<file path="config.mk">
export PLATFORM = sky130hd
export DESIGN_NAME = lfsr_share_ctrl
export DESIGN_NICKNAME = d
export VERILOG_FILES = /design/src/rtl/lfsr_pkg.sv /design/src/rtl/lfsr_core.sv /design/src/rtl/lfsr_share_ctrl.sv
export SDC_FILE = /design/constraint.sdc
export NUM_CORES = 1
export LEC_CHECK = 0
export ABC_AREA = 1
export ABC_CLOCK_PERIOD_IN_PS = 2250
export CORE_ASPECT_RATIO = 0.75
export CORE_MARGIN = 4
export CORE_UTILIZATION = 40
export DETAILED_ROUTE_END_ITERATION = 6
export SLEW_MARGIN = 30
export SYNTH_ARGS = -nofsm -noshare
export SYNTH_HDL_FRONTEND = slang
export SYNTH_SLANG_ARGS = --single-unit
</file>
<file path="constraint.sdc">
create_clock -name clk -period 2.25 [get_ports clk]
set_clock_uncertainty 0.15 [all_clocks]
set_input_delay 0.45 -clock clk [delete_from_list [all_inputs] [get_ports clk]]
set_output_delay 0.45 -clock clk [all_outputs]
set_load 0.05 [all_outputs]
</file>
<file path="src/rtl/lfsr_pkg.sv">
// Shared definitions for the LFSR sharing controller: FSM states,
// LFSR geometry and the next-value / seed-fix helpers.
package lfsr_pkg;

  localparam int LFSR_WIDTH = 8;
  localparam logic [LFSR_WIDTH-1:0] LFSR_RESET_VAL = 8'h01;

  typedef enum logic [1:0] {
    SERVE = 2'd0,
    LOAD  = 2'd1,
    WARM  = 2'd2
  } state_t;

  // One Fibonacci step: feedback is the parity of bit 0 and the two taps,
  // which the caller folds into tap_mask.
  function automatic logic [LFSR_WIDTH-1:0] lfsr_next(
    input logic [LFSR_WIDTH-1:0] cur,
    input logic [LFSR_WIDTH-1:0] tap_mask
  );
    return {^(cur & tap_mask), cur[LFSR_WIDTH-1:1]};
  endfunction

  // An all-zero state would lock the LFSR up, so it becomes the reset value.
  function automatic logic [LFSR_WIDTH-1:0] lfsr_seed_fix(
    input logic [LFSR_WIDTH-1:0] seed_val
  );
    return (seed_val == 8'h00) ? LFSR_RESET_VAL : seed_val;
  endfunction

endpackage

</file>
<file path="src/rtl/lfsr_core.sv">
// 8-bit two-tap Fibonacci LFSR register. A load takes priority over a
// step; with neither request the register holds.
module lfsr_core
  import lfsr_pkg::*;
#(
  parameter int TAP_ONE = 2,
  parameter int TAP_TWO = 4
) (
  input  logic                  clk,
  input  logic                  reset_n,
  input  logic                  step,
  input  logic                  load,
  input  logic [LFSR_WIDTH-1:0] load_val,
  output logic [LFSR_WIDTH-1:0] value
);

  localparam logic [LFSR_WIDTH-1:0] TAP_MASK =
    8'h01 | (8'h01 << TAP_ONE) | (8'h01 << TAP_TWO);

  logic [LFSR_WIDTH-1:0] lfsr_r;

  // LFSR state: seed load (zero substituted), else step, else hold
  always_ff @(posedge clk or negedge reset_n) begin
    if (!reset_n) begin
      lfsr_r <= LFSR_RESET_VAL;
    end else if (load) begin
      lfsr_r <= lfsr_seed_fix(load_val);
    end else if (step) begin
      lfsr_r <= lfsr_next(lfsr_r, TAP_MASK);
    end else begin
      lfsr_r <= lfsr_r;
    end
  end

  assign value = lfsr_r;

endmodule

</file>
<file path="src/rtl/lfsr_share_ctrl.sv">
// Shares one LFSR between NUM_REQ requesters with round-robin grants,
// one random byte per grant, plus seed loading and a warm-up run.
module lfsr_share_ctrl
  import lfsr_pkg::*;
#(
  parameter int NUM_REQ       = 4,
  parameter int TAP_ONE       = 2,
  parameter int TAP_TWO       = 4,
  parameter int WARMUP_CYCLES = 2
) (
  input  logic                  clk,
  input  logic                  reset_n,
  input  logic                  seed_valid,
  input  logic [LFSR_WIDTH-1:0] seed,
  output logic                  seed_ready,
  input  logic [NUM_REQ-1:0]    req,
  output logic [NUM_REQ-1:0]    gnt,
  output logic                  rnd_valid,
  output logic [LFSR_WIDTH-1:0] rnd_data,
  output logic                  busy
);

  localparam int PTR_W = $clog2(NUM_REQ);
  localparam int SUM_W = PTR_W + 1;
  localparam logic [PTR_W-1:0] LAST_IDX = PTR_W'(NUM_REQ - 1);
  localparam logic [SUM_W-1:0] NUM_REQ_W = SUM_W'(NUM_REQ);
  localparam logic [7:0] WARM_INIT =
    (WARMUP_CYCLES > 0) ? 8'(WARMUP_CYCLES - 1) : 8'd0;

  state_t                state_r;
  state_t                next_state_s;
  logic [PTR_W-1:0]      rr_ptr_r;
  logic [7:0]            warm_cnt_r;
  logic [NUM_REQ-1:0]    gnt_r;
  logic                  rnd_valid_r;
  logic [LFSR_WIDTH-1:0] rnd_data_r;
  logic                  seed_ready_r;
  logic                  busy_r;

  logic [NUM_REQ-1:0]    eligible_s;
  logic [PTR_W-1:0]      winner_s;
  logic                  found_s;
  logic [NUM_REQ-1:0]    gnt_next_s;
  logic [PTR_W-1:0]      ptr_next_s;
  logic                  grant_s;
  logic                  lfsr_step_s;
  logic                  lfsr_load_s;
  logic [LFSR_WIDTH-1:0] lfsr_value_s;

  lfsr_core #(
    .TAP_ONE (TAP_ONE),
    .TAP_TWO (TAP_TWO)
  ) u_lfsr_core (
    .clk      (clk),
    .reset_n  (reset_n),
    .step     (lfsr_step_s),
    .load     (lfsr_load_s),
    .load_val (seed),
    .value    (lfsr_value_s)
  );

  // Round-robin search: first eligible requester at or after rr_ptr, wrapping.
  // A requester whose grant is showing this cycle is skipped so a held req
  // is not granted twice in a row.
  always_comb begin
    logic [SUM_W-1:0] sum_v;
    eligible_s = req & ~gnt_r;
    winner_s   = {PTR_W{1'b0}};
    found_s    = 1'b0;
    sum_v      = {SUM_W{1'b0}};
    for (int i = 0; i < NUM_REQ; i++) begin
      sum_v = {1'b0, rr_ptr_r} + SUM_W'(i);
      if (sum_v >= NUM_REQ_W) begin
        sum_v = sum_v - NUM_REQ_W;
      end else begin
        sum_v = sum_v;
      end
      if (!found_s && eligible_s[sum_v[PTR_W-1:0]]) begin
        found_s  = 1'b1;
        winner_s = sum_v[PTR_W-1:0];
      end else begin
        found_s  = found_s;
      end
    end
    gnt_next_s = {{(NUM_REQ-1){1'b0}}, 1'b1} << winner_s;
    ptr_next_s = (winner_s == LAST_IDX) ? {PTR_W{1'b0}} : winner_s + PTR_W'(1);
  end

  // FSM state register
  always_ff @(posedge clk or negedge reset_n) begin
    if (!reset_n) begin
      state_r <= SERVE;
    end else begin
      state_r <= next_state_s;
    end
  end

  // FSM next state: seed wins in SERVE; LOAD lasts one cycle; WARM counts down
  always_comb begin
    next_state_s = state_r;
    case (state_r)
      SERVE: begin
        if (seed_valid) begin
          next_state_s = LOAD;
        end else begin
          next_state_s = SERVE;
        end
      end
      LOAD: begin
        if (WARMUP_CYCLES == 0) begin
          next_state_s = SERVE;
        end else begin
          next_state_s = WARM;
        end
      end
      WARM: begin
        if (warm_cnt_r == 8'd0) begin
          next_state_s = SERVE;
        end else begin
          next_state_s = WARM;
        end
      end
      default: next_state_s = SERVE;
    endcase
  end

  // FSM outputs: grant/step/load strobes derived from state and inputs
  always_comb begin
    grant_s     = 1'b0;
    lfsr_step_s = 1'b0;
    lfsr_load_s = 1'b0;
    case (state_r)
      SERVE: begin
        if (seed_valid) begin
          lfsr_load_s = 1'b1;
        end else if (found_s) begin
          grant_s     = 1'b1;
          lfsr_step_s = 1'b1;
        end else begin
          grant_s     = 1'b0;
        end
      end
      LOAD: begin
        lfsr_step_s = 1'b0;
      end
      WARM: begin
        lfsr_step_s = 1'b1;
      end
      default: begin
        grant_s = 1'b0;
      end
    endcase
  end

  // Warm-up counter: preset in LOAD, decremented each WARM cycle
  always_ff @(posedge clk or negedge reset_n) begin
    if (!reset_n) begin
      warm_cnt_r <= 8'd0;
    end else if (state_r == LOAD) begin
      warm_cnt_r <= WARM_INIT;
    end else if ((state_r == WARM) && (warm_cnt_r != 8'd0)) begin
      warm_cnt_r <= warm_cnt_r - 8'd1;
    end else begin
      warm_cnt_r <= warm_cnt_r;
    end
  end

  // Grant/data registers: capture the pre-step LFSR value and advance rr_ptr
  always_ff @(posedge clk or negedge reset_n) begin
    if (!reset_n) begin
      gnt_r       <= {NUM_REQ{1'b0}};
      rnd_valid_r <= 1'b0;
      rnd_data_r  <= 8'h00;
      rr_ptr_r    <= {PTR_W{1'b0}};
    end else if (grant_s) begin
      gnt_r       <= gnt_next_s;
      rnd_valid_r <= 1'b1;
      rnd_data_r  <= lfsr_value_s;
      rr_ptr_r    <= ptr_next_s;
    end else begin
      gnt_r       <= {NUM_REQ{1'b0}};
      rnd_valid_r <= 1'b0;
      rnd_data_r  <= rnd_data_r;
      rr_ptr_r    <= rr_ptr_r;
    end
  end

  // Status flags registered from the next state so they track state_r exactly
  always_ff @(posedge clk or negedge reset_n) begin
    if (!reset_n) begin
      seed_ready_r <= 1'b1;
      busy_r       <= 1'b0;
    end else begin
      seed_ready_r <= (next_state_s == SERVE);
      busy_r       <= (next_state_s != SERVE);
    end
  end

  assign gnt        = gnt_r;
  assign rnd_valid  = rnd_valid_r;
  assign rnd_data   = rnd_data_r;
  assign seed_ready = seed_ready_r;
  assign busy       = busy_r;

endmodule

</file>
# == After elaboration in Yosys (flattened, before gate mapping) ==
# Cells that the tools add are included.
# word_totals
inputBits,15
reg_bits,35
output_inout_bits,15
# op_classes
mux,37
n_shift,1
n_bitwise,2
n_eq_ne,3
n_reduce_logical,16
add_sub_neg,9
magnitude_cmp,8
# ops
operator,count
8-bit 2-to-1 mux,5
2-bit 2-to-1 mux,10
8-bit zero test,2
1-bit 2-to-1 mux,15
"2-bit by 3-bit less-than comparator with 1-bit output, second input constant",4
"3-bit greater-or-equal comparator, second input constant",3
1-bit binary-select mux with 2-bit select,4
8-bit nonzero test,1
8-bit XOR reduction,1
"2-bit by 1-bit subtractor with 2-bit output, second input constant",4
"8-bit by 1-bit subtractor with 8-bit output, second input constant",1
"2-bit by 2-bit adder with 3-bit output, second input constant",2
2-bit case mux with 3 select lines,1
2-bit nonzero test,3
4-bit AND,1
"2-bit == test, second input constant",2
1-bit logical AND,4
2-bit zero test,2
4-bit 2-to-1 mux,1
4-bit inverter,1
"1-bit by 2-bit left shift with 4-bit output, first input constant",1
"2-bit by 1-bit adder with 3-bit output, second input constant",1
"2-bit by 3-bit greater-or-equal comparator with 1-bit output, second input constant",1
1-bit zero test,3
3 further kinds,3

# == Logic depth before layout (Yosys ltp) ==
# depth
word_depth,19
ltp_mapped,15
ltp_nobuf,14

# == Hierarchy ==
# Synthesis repeated with hierarchy kept, for this count alone.
# unflattened
hier_cells,249
hier_area_um2,2016.9
# modules_own_cells
module,seq_area_each_um2,area_each_um2,cells_each,instances
lfsr_share_ctrl,676.9,1564.0,187,1
lfsr_core,201.4,452.9,62,1

# == Worst setup path after synthesis ==
# Ideal clock, no wire load.
# synth_path
path_type,reg2reg
from,"register gnt_r[1], in the netlist gnt[1]"
to,register rr_ptr_r[1]
setup_time_ns,0.116
n_path_buf,0
arrival_ns,1.849
slack_ns,0.135
required_time_ns,1.984
path_stages_with_launch,12
path_cell_list,dfrtp_1 inv_1 nand3_1 nand3_2 nand2_4 nand2_4 nor2_8 nand2_1 o21ai_0 ha_1 nand2_1 nand2_1
# synth_between
elab_cells_between_ends,30
cone_classes,add/sub (1); eq/ne (1); mux (20); bitwise (2); reduce/logical (6)
# synth_rtl
element,line_no,text
"start, declared",lfsr_share_ctrl.sv:34,logic [NUM_REQ-1:0] gnt_r;
"start signal, assigned",lfsr_share_ctrl.sv:171,gnt_r <= {NUM_REQ{1'b0}};
"start signal, assigned",lfsr_share_ctrl.sv:176,gnt_r <= gnt_next_s;
"start signal, assigned",lfsr_share_ctrl.sv:181,gnt_r <= {NUM_REQ{1'b0}};
4-bit inverter (*),lfsr_share_ctrl.sv:67,eligible_s = req & ~gnt_r;
4-bit AND (*),lfsr_share_ctrl.sv:67,
1-bit binary-select mux with 2-bit select,lfsr_share_ctrl.sv:78,if (!found_s && eligible_s[sum_v[PTR_W-1:0]]) begin
1-bit 2-to-1 mux (implied by the code),lfsr_share_ctrl.sv:78,
1-bit 2-to-1 mux,lfsr_share_ctrl.sv:78,
1-bit zero test,lfsr_share_ctrl.sv:78,
1-bit logical AND,lfsr_share_ctrl.sv:78,
1-bit 2-to-1 mux,lfsr_share_ctrl.sv:78,
1-bit zero test,lfsr_share_ctrl.sv:78,
1-bit logical AND,lfsr_share_ctrl.sv:78,
1-bit 2-to-1 mux,lfsr_share_ctrl.sv:78,
1-bit zero test,lfsr_share_ctrl.sv:78,
1-bit logical AND,lfsr_share_ctrl.sv:78,
2-bit 2-to-1 mux (*),lfsr_share_ctrl.sv:78,
2-bit by 1-bit adder with 2-bit output / 2-bit == test (equally long branches),lfsr_share_ctrl.sv:86,ptr_next_s = (winner_s == LAST_IDX) ? {PTR_W{1'b0}} : winner_s + PTR_W'(1);
2-bit 2-to-1 mux (*),lfsr_share_ctrl.sv:86,
net ptr_next_s[1],lfsr_share_ctrl.sv:44,logic [PTR_W-1:0] ptr_next_s;
"end signal, assigned",lfsr_share_ctrl.sv:174,rr_ptr_r <= {PTR_W{1'b0}};
"end signal, assigned",lfsr_share_ctrl.sv:179,rr_ptr_r <= ptr_next_s;
"end signal, assigned",lfsr_share_ctrl.sv:184,rr_ptr_r <= rr_ptr_r;
"end, declared",lfsr_share_ctrl.sv:32,logic [PTR_W-1:0] rr_ptr_r;
# The timed path passes the listed nets; every way through them passes the cells marked *. The select of a mux whose other input is x is not followed.
# A chain may end at the register's enable or synchronous reset.

# == Final worst setup path ==
# layout_path
from,"register rnd_data_r[1], in the netlist rnd_data[1]"
to,output port rnd_data[1]
# layout_rtl
element,line_no,text
"start, declared",lfsr_share_ctrl.sv:36,logic [LFSR_WIDTH-1:0] rnd_data_r;
"start signal, assigned",lfsr_share_ctrl.sv:178,rnd_data_r <= lfsr_value_s;
"start signal, assigned",lfsr_share_ctrl.sv:183,rnd_data_r <= rnd_data_r;
"end, declared",lfsr_share_ctrl.sv:19,"output logic [LFSR_WIDTH-1:0] rnd_data,"
# No word-level cell between the ends.

==> results.cfg <==
[clock_network]
cts.sinks = 35
h-tree-depth = 2
cts.clk_slew.worst_paths_ns = 0.07
postCtsSetupRepairBufs = 0
tritoncts = done
cts_made_buffers = 5
cts-resized-gates = 0
cts_max_path_buffers = 2
hold_buffers = 0
clock_latency_ns = 0.28
root_buffer = clkbuf_8

[setup_path]
startpoint = rnd_data[1]
critPathMaxStageDelay_ns = 0.82
cp_max_fo = 2
cp.required_ns = 1.65
path_delay_family = buffers and inverters
crit_slowest_cell = clkdlybuf4s50_1
crit_path_cell_trace = clkdlybuf4s50_1
cp.arrival_ns = 1.48
timing.rr.start = rr_ptr_r[0]
worst-path-buf-inv = 1
end_kind = output pin
path_class = reg -> out
cp-start-kind = flop

[place]
placed_cell_area_mm2 = 0.00247
dp_hpwl_um = 3140
place_congestion = 0.785
port_buffers = 29
dp.cells = 347

[logic_synthesis]
seq_area_frac_synth = 0.435
yosysTopAreaCell = dfrtp_1
synthesis.area_mm2 = 0.00202
ys_ff_latch = 35
yosysMostFrequentCell = nand2_1
synth_edf_count = 0
ys_warn_count = 0
postSynth.asyncResetShare = 1.00
synthFlopType = dfrtp_1
syn_area_per_cell_um2 = 8.21
synth.area.top_cells = dfrtp_1 (41%), nand2_1 (12%), nand3_1 (6.9%), inv_1 (5.9%), nand2_4 (4.5%)
synth.distinct_cells = 29
synthCells = 246
synthesis.nets = 267
synthTopCellsByCount = nand2_1 (64), dfrtp_1 (33), inv_1 (32)
synth_top_area_frac = 0.409

[final_layout]
num_antenna_cells = 0
layout-drive-gt1-share = 0.193
layout.cells.non_filler = 355
final_cell_area_mm2 = 0.00256
area_delta_synth_final_pct = 26.8
fin_nets = 315

[routing]
routed_wirelength_um = 4160
ant_nets = 0
firstDrtPassIters = 4
routed-via-count = 1633
wire_per_inst_um = 11.7
drc = 0
viasPerCell = 4.60
drtIter0Drc = 53

[pwr]
pwr-share-seq = 0.263
clkPwrFrac = 0.101
sw_frac_of_total = 0.485
p_per_area_mw_per_mm2 = 1660
ir_drop_mv = 0.757
p_comb_frac = 0.636
p_sw_mw = 2.07
internal-power_mw = 2.19
leakage_nw = 1.29

[floorplanning]
num_rows = 22
die_width_um = 90.0
die_area_mm2 = 0.00626
coreArea_mm2 = 0.00490
die_h_um = 69.5
initial_core_util = 0.412
io_pins = 30

[timing]
slew_violations = 0
hold_violations = 0
tns_ns = 0
setup_viol = 0
finalCritPeriodShare = 0.926
fmax_ghz = 0.480
worst_pin_slew_ns = 0.513
holdWs_ns = 0.332
relSlewSlack = 0.657
period_needed_ns = 2.08
rsz0062_at_grt = no

[worst_hold_path]
hold_start = rnd_data[0]
hold_class = reg -> reg

[global_routing]
grt_start_max_net_pins = 36
grt_use_total = 0.141
grt_pass1_wl_um = 7180
antenna_found_initial = 0
gr-total-overflow = 0
grt_pass1_vias = 1544

[run_status]
outcome = completed

[job]
drv_cap = 0
==> layer usage <==
layer | vias up | share of wire | global-route usage
li1 | 876 | - | -
met5 | - | 0 | 0
met4 | 0 | 0.0053 | 0.0407
met1 | 730 | 0.52 | 0.210
met3 | 2 | 0.042 | 0.0369
met2 | 25 | 0.43 | 0.198
==> power groups by stage <==
stage               registers [mW]  logic [mW]  clock network [mW]
global placement              1.13        2.66                   0
global route                  1.16        3.00               0.478
finish                        1.12        2.71               0.432
detailed placement            1.13        2.69                   0
CTS                           1.12        2.71               0.452
floorplan                     1.45        1.56                   0
==> layout make-up <==
type                       instances  area [um^2]
clock buffer                       7         76.3
clock inverter                     1         5.00
multi-input combinational        171          958
sequential                        35          880
timing repair buffer              46          428
fill                             486         2340
inverter                          35          139
tap                               60         75.1
==> path summary, 6_finish.rpt <==
path | to | slack (ns) | cells after the start
max | rnd_data[1] | 0.17 | 1
min | rnd_data[0] | 0.33 | 2
max reg2reg | gnt[1] | 0.23 | 14
min reg2reg | rnd_data[0] | 0.33 | 2
max in group asynchronous | seed_ready | 1.17 | 2
min in group asynchronous | gnt[0] | 0.42 | 2
==> layout by cell type (no fill, tap or decap) <==
cell type         n
o22ai_1           6
xor2_1            4
nand3_4           1
a21oi_1           1
buf_12            1
a21oi_2           2
xnor2_1           2
nor2_1           15
nand2_4           8
clkdlybuf4s50_1  28
a31oi_1           1
nand3_2           2
clkbuf_8          5
inv_1            32
clkinv_2          1
inv_4             1
nand2_1          64
o21ai_4           1
nand2_2          11
inv_6             1
buf_4            17
nor3_1            3
clkbuf_1          2
dfstp_2           2
or2_2             1
nand4_1           3
dfrtp_2           1
o21ai_1           1
inv_2             1
dfrtp_1          32
o21ai_0          10
nor2_8            1
ha_1              6
nand3_1          28
==> registers in the layout, summed over array words and instances, names as in the netlist <==
| name | flops |
|---|---|
| warm_cnt_r | 8 |
| busy | 1 |
| rnd_valid | 1 |
| rnd_data | 8 |
| seed_ready | 1 |
| state_r | 2 |
| u_lfsr_core.value | 8 |
| rr_ptr_r | 2 |
| gnt | 4 |
==> tightest hold or removal path, delay by kind of cell, from the launching register on <==
family / cells / cell delay, ns
flops: 1 / 0.35
simple gates: 2 / 0.10
==> cell families (layout without fill, tap and decap cells) <==
family                   count (synthesis)  count (layout)  synth area share
buffers and inverters                   40              89            0.0942
adder cells (fa/ha/maj)                  6               6            0.0372
flip-flops                              35              35             0.435
AND/OR/NAND/NOR                        137             137             0.343
AO/OA/AOI/OAI                           22              22            0.0644
XOR/XNOR                                 6               6            0.0260
==> per-stage QoR <==
| step | util | setup WS [ns] | power (mW) |
|---|---|---|---|
| finish | 0.523 | 0.167 | 4.26 |
| global route | 0.523 | 0.00595 | 4.64 |
| CTS | 0.521 | 0.0766 | 4.29 |
| detailed placement | 0.504 | -0.204 | 3.82 |
| global placement | 0.504 | -0.136 | 3.79 |
| floorplan | - | 0.135 | 3.01 |
(Power assumes the default switching activity.)
==> RTL edit 1: new RTL, same flow settings <==
Re-encode `state_t` (3 states) as one-hot, 3 bits wide.
--- a/src/rtl/lfsr_pkg.sv
+++ b/src/rtl/lfsr_pkg.sv
@@ -5,10 +5,10 @@
   localparam int LFSR_WIDTH = 8;
   localparam logic [LFSR_WIDTH-1:0] LFSR_RESET_VAL = 8'h01;
 
-  typedef enum logic [1:0] {
-    SERVE = 2'd0,
-    LOAD  = 2'd1,
-    WARM  = 2'd2
+  typedef enum logic [2:0] {
+    SERVE = 3'b001,
+    LOAD  = 3'b010,
+    WARM  = 3'b100
   } state_t;
 
   // One Fibonacci step: feedback is the parity of bit 0 and the two taps,
Behaviour: same outputs for any inputs over 10 cycles, from zero or initial values and one cycle with reset_n low; not proved beyond that.
==> RTL edit 1 against the original RTL <==
Worst hold slack worse by 9.7 ps. Setup slack better by 10 ps. Synthesized area down 1.9%. Critical path type is now primary input to flip-flop. Wire length down 5.8%. Die area down 1.7%. Total power down 3.4%. Critical path depth up 13. Sequential cell count up 1. Cell area down 1.7%.
==> RTL edit 1: results (changes against the original RTL) <==
logic_synthesis:
  synth_compound_area_share_pct: 5.81  # was 6.44%
  synthesis.nets: 274  # was 267
  synth_common_cells: "nand2_1 (78), dfrtp_1 (33), inv_1 (32)"  # was nand2_1 (64), dfrtp_1 (33), inv_1 (32)
  yosysUniqueCellTypes: 28  # was 29
timing:
  period_share_pct: 92.1  # was 92.6%
min_path:
  hold_end: "u_lfsr_core.value[6]"  # was rnd_data[0]
  worstHoldStart: "u_lfsr_core.value[6]"  # was rnd_data[0]
global_routing:
  grt_max_degree: 37  # was 36
  track_usage_pct: 14.7  # was 14.1%
place:
  dpl.hpwl_mm: 2.99  # was 3.14 mm
  placed_area_um2: 2410  # was 2470 µm²
  placedCellCount: 348  # was 347
  place.gp.congestion: 0.829  # was 0.785
  place_ws_ps: -182  # was -204 ps
critical_path:
  crit_type: "primary input to flip-flop"  # was flip-flop to output pin
  critical_path_arrival_ps: 2100  # was 1480 ps
  slowest_delay_ps: 430  # was 820 ps
  critPathLaunch: "req[3]"  # was rnd_data[1]
final_layout:
  nonClockInverterCount: 37  # was 35
  final-clk-cell-share_pct: 4.27  # was 3.18%
  drive_gt1_share_pct: 14.4  # was 19.3%
  syn_to_final_growth_pct: 27.1  # was 26.8%
  nFillCells: 430  # was 486
  nonClkBufAreaFrac_pct: 15.2  # was 16.7%
  nets: 318  # was 315
  nClkBuffers: 6  # was 7
drt:
  vias: 1668  # was 1633
  dr.first_iter.drc_count: 69  # was 53
power:
  leakagePower_nw: 1.27  # was 1.29 nW
  power.share.switching_pct: 47.1  # was 48.5%
  peakVddDrop_uv: 878  # was 757 µV
outcome:
  status: "finished, final reports clean"  # unchanged
clocking:
  clkSinkCount: 36  # was 35
==> RTL edit 1: cell types whose count changed after synthesis, sizes merged, moves of 2 or more <==
cell   delta
o21ai     +5
o22ai     -5
nor2      +4
nand4     +3
xor2      -3
buf       -2
inv       +2
nand2     +2
==> RTL edit 1: cells by family (layout without fill, tap and decap cells) <==
family,after synthesis,in the layout
AOI/OAI and AO/OA,22,22
adders and majority gates,5,5
xor gates and xnor gates,2,2
buffers and inverters,40,85
and+or+nand+nor,149,149
DFF,36,36
==> RTL edit 1: critical path, delay by kind of cell <==
family | cells | cell delay (ps)
adders and majority gates | 1 | 230
buffers and inverters | 3 | 670
and+or+nand+nor | 10 | 760
==> RTL edit 1: layer usage <==
metal,vias to the layer above,global-route usage (%),wire length (µm)
li1,893,-,-
met1,730,20.1,2080
met2,39,21.9,1630
met3,6,3.56,176
met4,0,7.25,33
met5,-,0,0
==> RTL edit 2: new RTL, same settings <==
Made on the original files. The parameter `NUM_REQ` goes from 4 to 2.
--- a/src/rtl/lfsr_share_ctrl.sv
+++ b/src/rtl/lfsr_share_ctrl.sv
@@ -3,7 +3,7 @@
 module lfsr_share_ctrl
   import lfsr_pkg::*;
 #(
-  parameter int NUM_REQ       = 4,
+  parameter int NUM_REQ       = 2,
   parameter int TAP_ONE       = 2,
   parameter int TAP_TWO       = 4,
   parameter int WARMUP_CYCLES = 2
Ports: changed (resized gnt and req); port bits go from 30 to 26. No check against the original RTL was run, so the function may have changed too.
==> RTL edit 2 against the original RTL <==
Cell area down 22%. Register-to-register slack improved by 400 ps. Sequential cell count decreased by 3. Wire length shrank 18%. Total power shrank 30%. Combinational power decreased by 44%. Fmax is 2.0% higher. Sequential power fell by 12%. Count of clock-buffer cells in the layout down 1. Setup slack improved by 41 ps. Synthesized area down 20%.
==> RTL edit 2: results (changes against the original RTL) <==
clocking:
  cts_inserted_buffers: 5  # unchanged
place:
  dpl.hpwl_mm: 2.59  # was 3.14 mm
  placedCellCount: 269  # was 347
  placed_area_um2: 1900  # was 2470 µm²
  port_buffers: 25  # was 29
  place.gp.congestion: 0.832  # was 0.785
logic_synthesis:
  synthesis.nets: 209  # was 267
  synth_cells: 194  # was 246
  ys_seq_area_share_pct: 50.0  # was 43.5%
  yosysUniqueCellTypes: 23  # was 29
global_routing:
  track_usage_pct: 14.8  # was 14.1%
  grt_max_degree: 33  # was 36
  grt_pass1_wl_mm: 5.82  # was 7.18 mm
  first_global_vias: 1278  # was 1544
drt:
  dr.first_iter.drc_count: 90  # was 53
  drt-vias-per-instance: 4.69  # was 4.60
  wl_per_cell_um: 12.3  # was 11.7 µm
final_layout:
  nets: 239  # was 315
  diodes: 0  # unchanged
  drive_gt1_share_pct: 14.2  # was 19.3%
  nFillCells: 383  # was 486
critical_path:
  critical_path_arrival_ps: 1440  # was 1480 ps
  timing.rr.start: "warm_cnt_r[0]"  # was rr_ptr_r[0]
timing:
  slew_headroom_pct: 65.8  # was 65.7%
outcome:
  status: "finished, final reports clean"  # unchanged
min_path:
  worstHoldStart: "rnd_data[7]"  # was rnd_data[0]
-- RTL edit 2: cell families after synthesis --
logic type                 after synthesis  synth area share, %
AOI/OAI and AO/OA                       31                 11.8
xor gates and xnor gates                 1                0.545
adders and majority gates                2                 1.56
buffers and inverters                   36                 9.58
DFF                                     32                 50.0
and+or+nand+nor                         92                 26.5
-- RTL edit 2: path summary, 6_finish.rpt --
| check | to | slack, ps | cells after the start |
|---|---|---|---|
| max in group asynchronous | seed_ready | 1200 | 2 |
| min in group asynchronous | warm_cnt_r[2] | 420 | 2 |
| worst min register to register | rnd_data[7] | 330 | 2 |
| worst max-delay path | rnd_data[1] | 210 | 1 |
| worst max register to register | busy | 630 | 7 |
| worst min-delay path | rnd_data[7] | 330 | 2 |
-- RTL edit 2: through the flow --
stage | power, mW | setup slack [ps]
5_1_grt | 3.21 | 144
3_3_place_gp | 2.49 | 358
2_1_floorplan | 2.12 | 734
3_5_place_dp | 2.53 | 322
4_1_cts | 3.00 | 192
6_report | 2.97 | 208
-- RTL edit 2: final cells by class --
class | count | area [µm²] | area share (%)
Multi-Input combinational cell | 126 | 649 | 32.6
Clock buffer | 6 | 82.6 | 4.15
Tap cell | 52 | 65.1 | 3.27
Sequential cell | 32 | 803 | 40.4
Inverter | 33 | 124 | 6.23
Clock inverter | 2 | 10.0 | 0.503
Timing Repair Buffer | 26 | 255 | 12.8
-- RTL edit 2: power by group --
group | total [mW] | switching [mW] | internal, mW
clock network | 0.448 | 0.204 | 0.244
registers | 0.988 | 0.161 | 0.828
logic | 1.53 | 1.03 | 0.501
-- RTL edit 2: per-layer routing --
layer | up-vias | track usage (%) | wire [µm]
met2 | 35 | 19.8 | 1410
met3 | 4 | 6.20 | 176
met1 | 597 | 22.2 | 1780
li1 | 664 | - | -
met4 | 0 | 2.74 | 23
met5 | - | 0 | 0
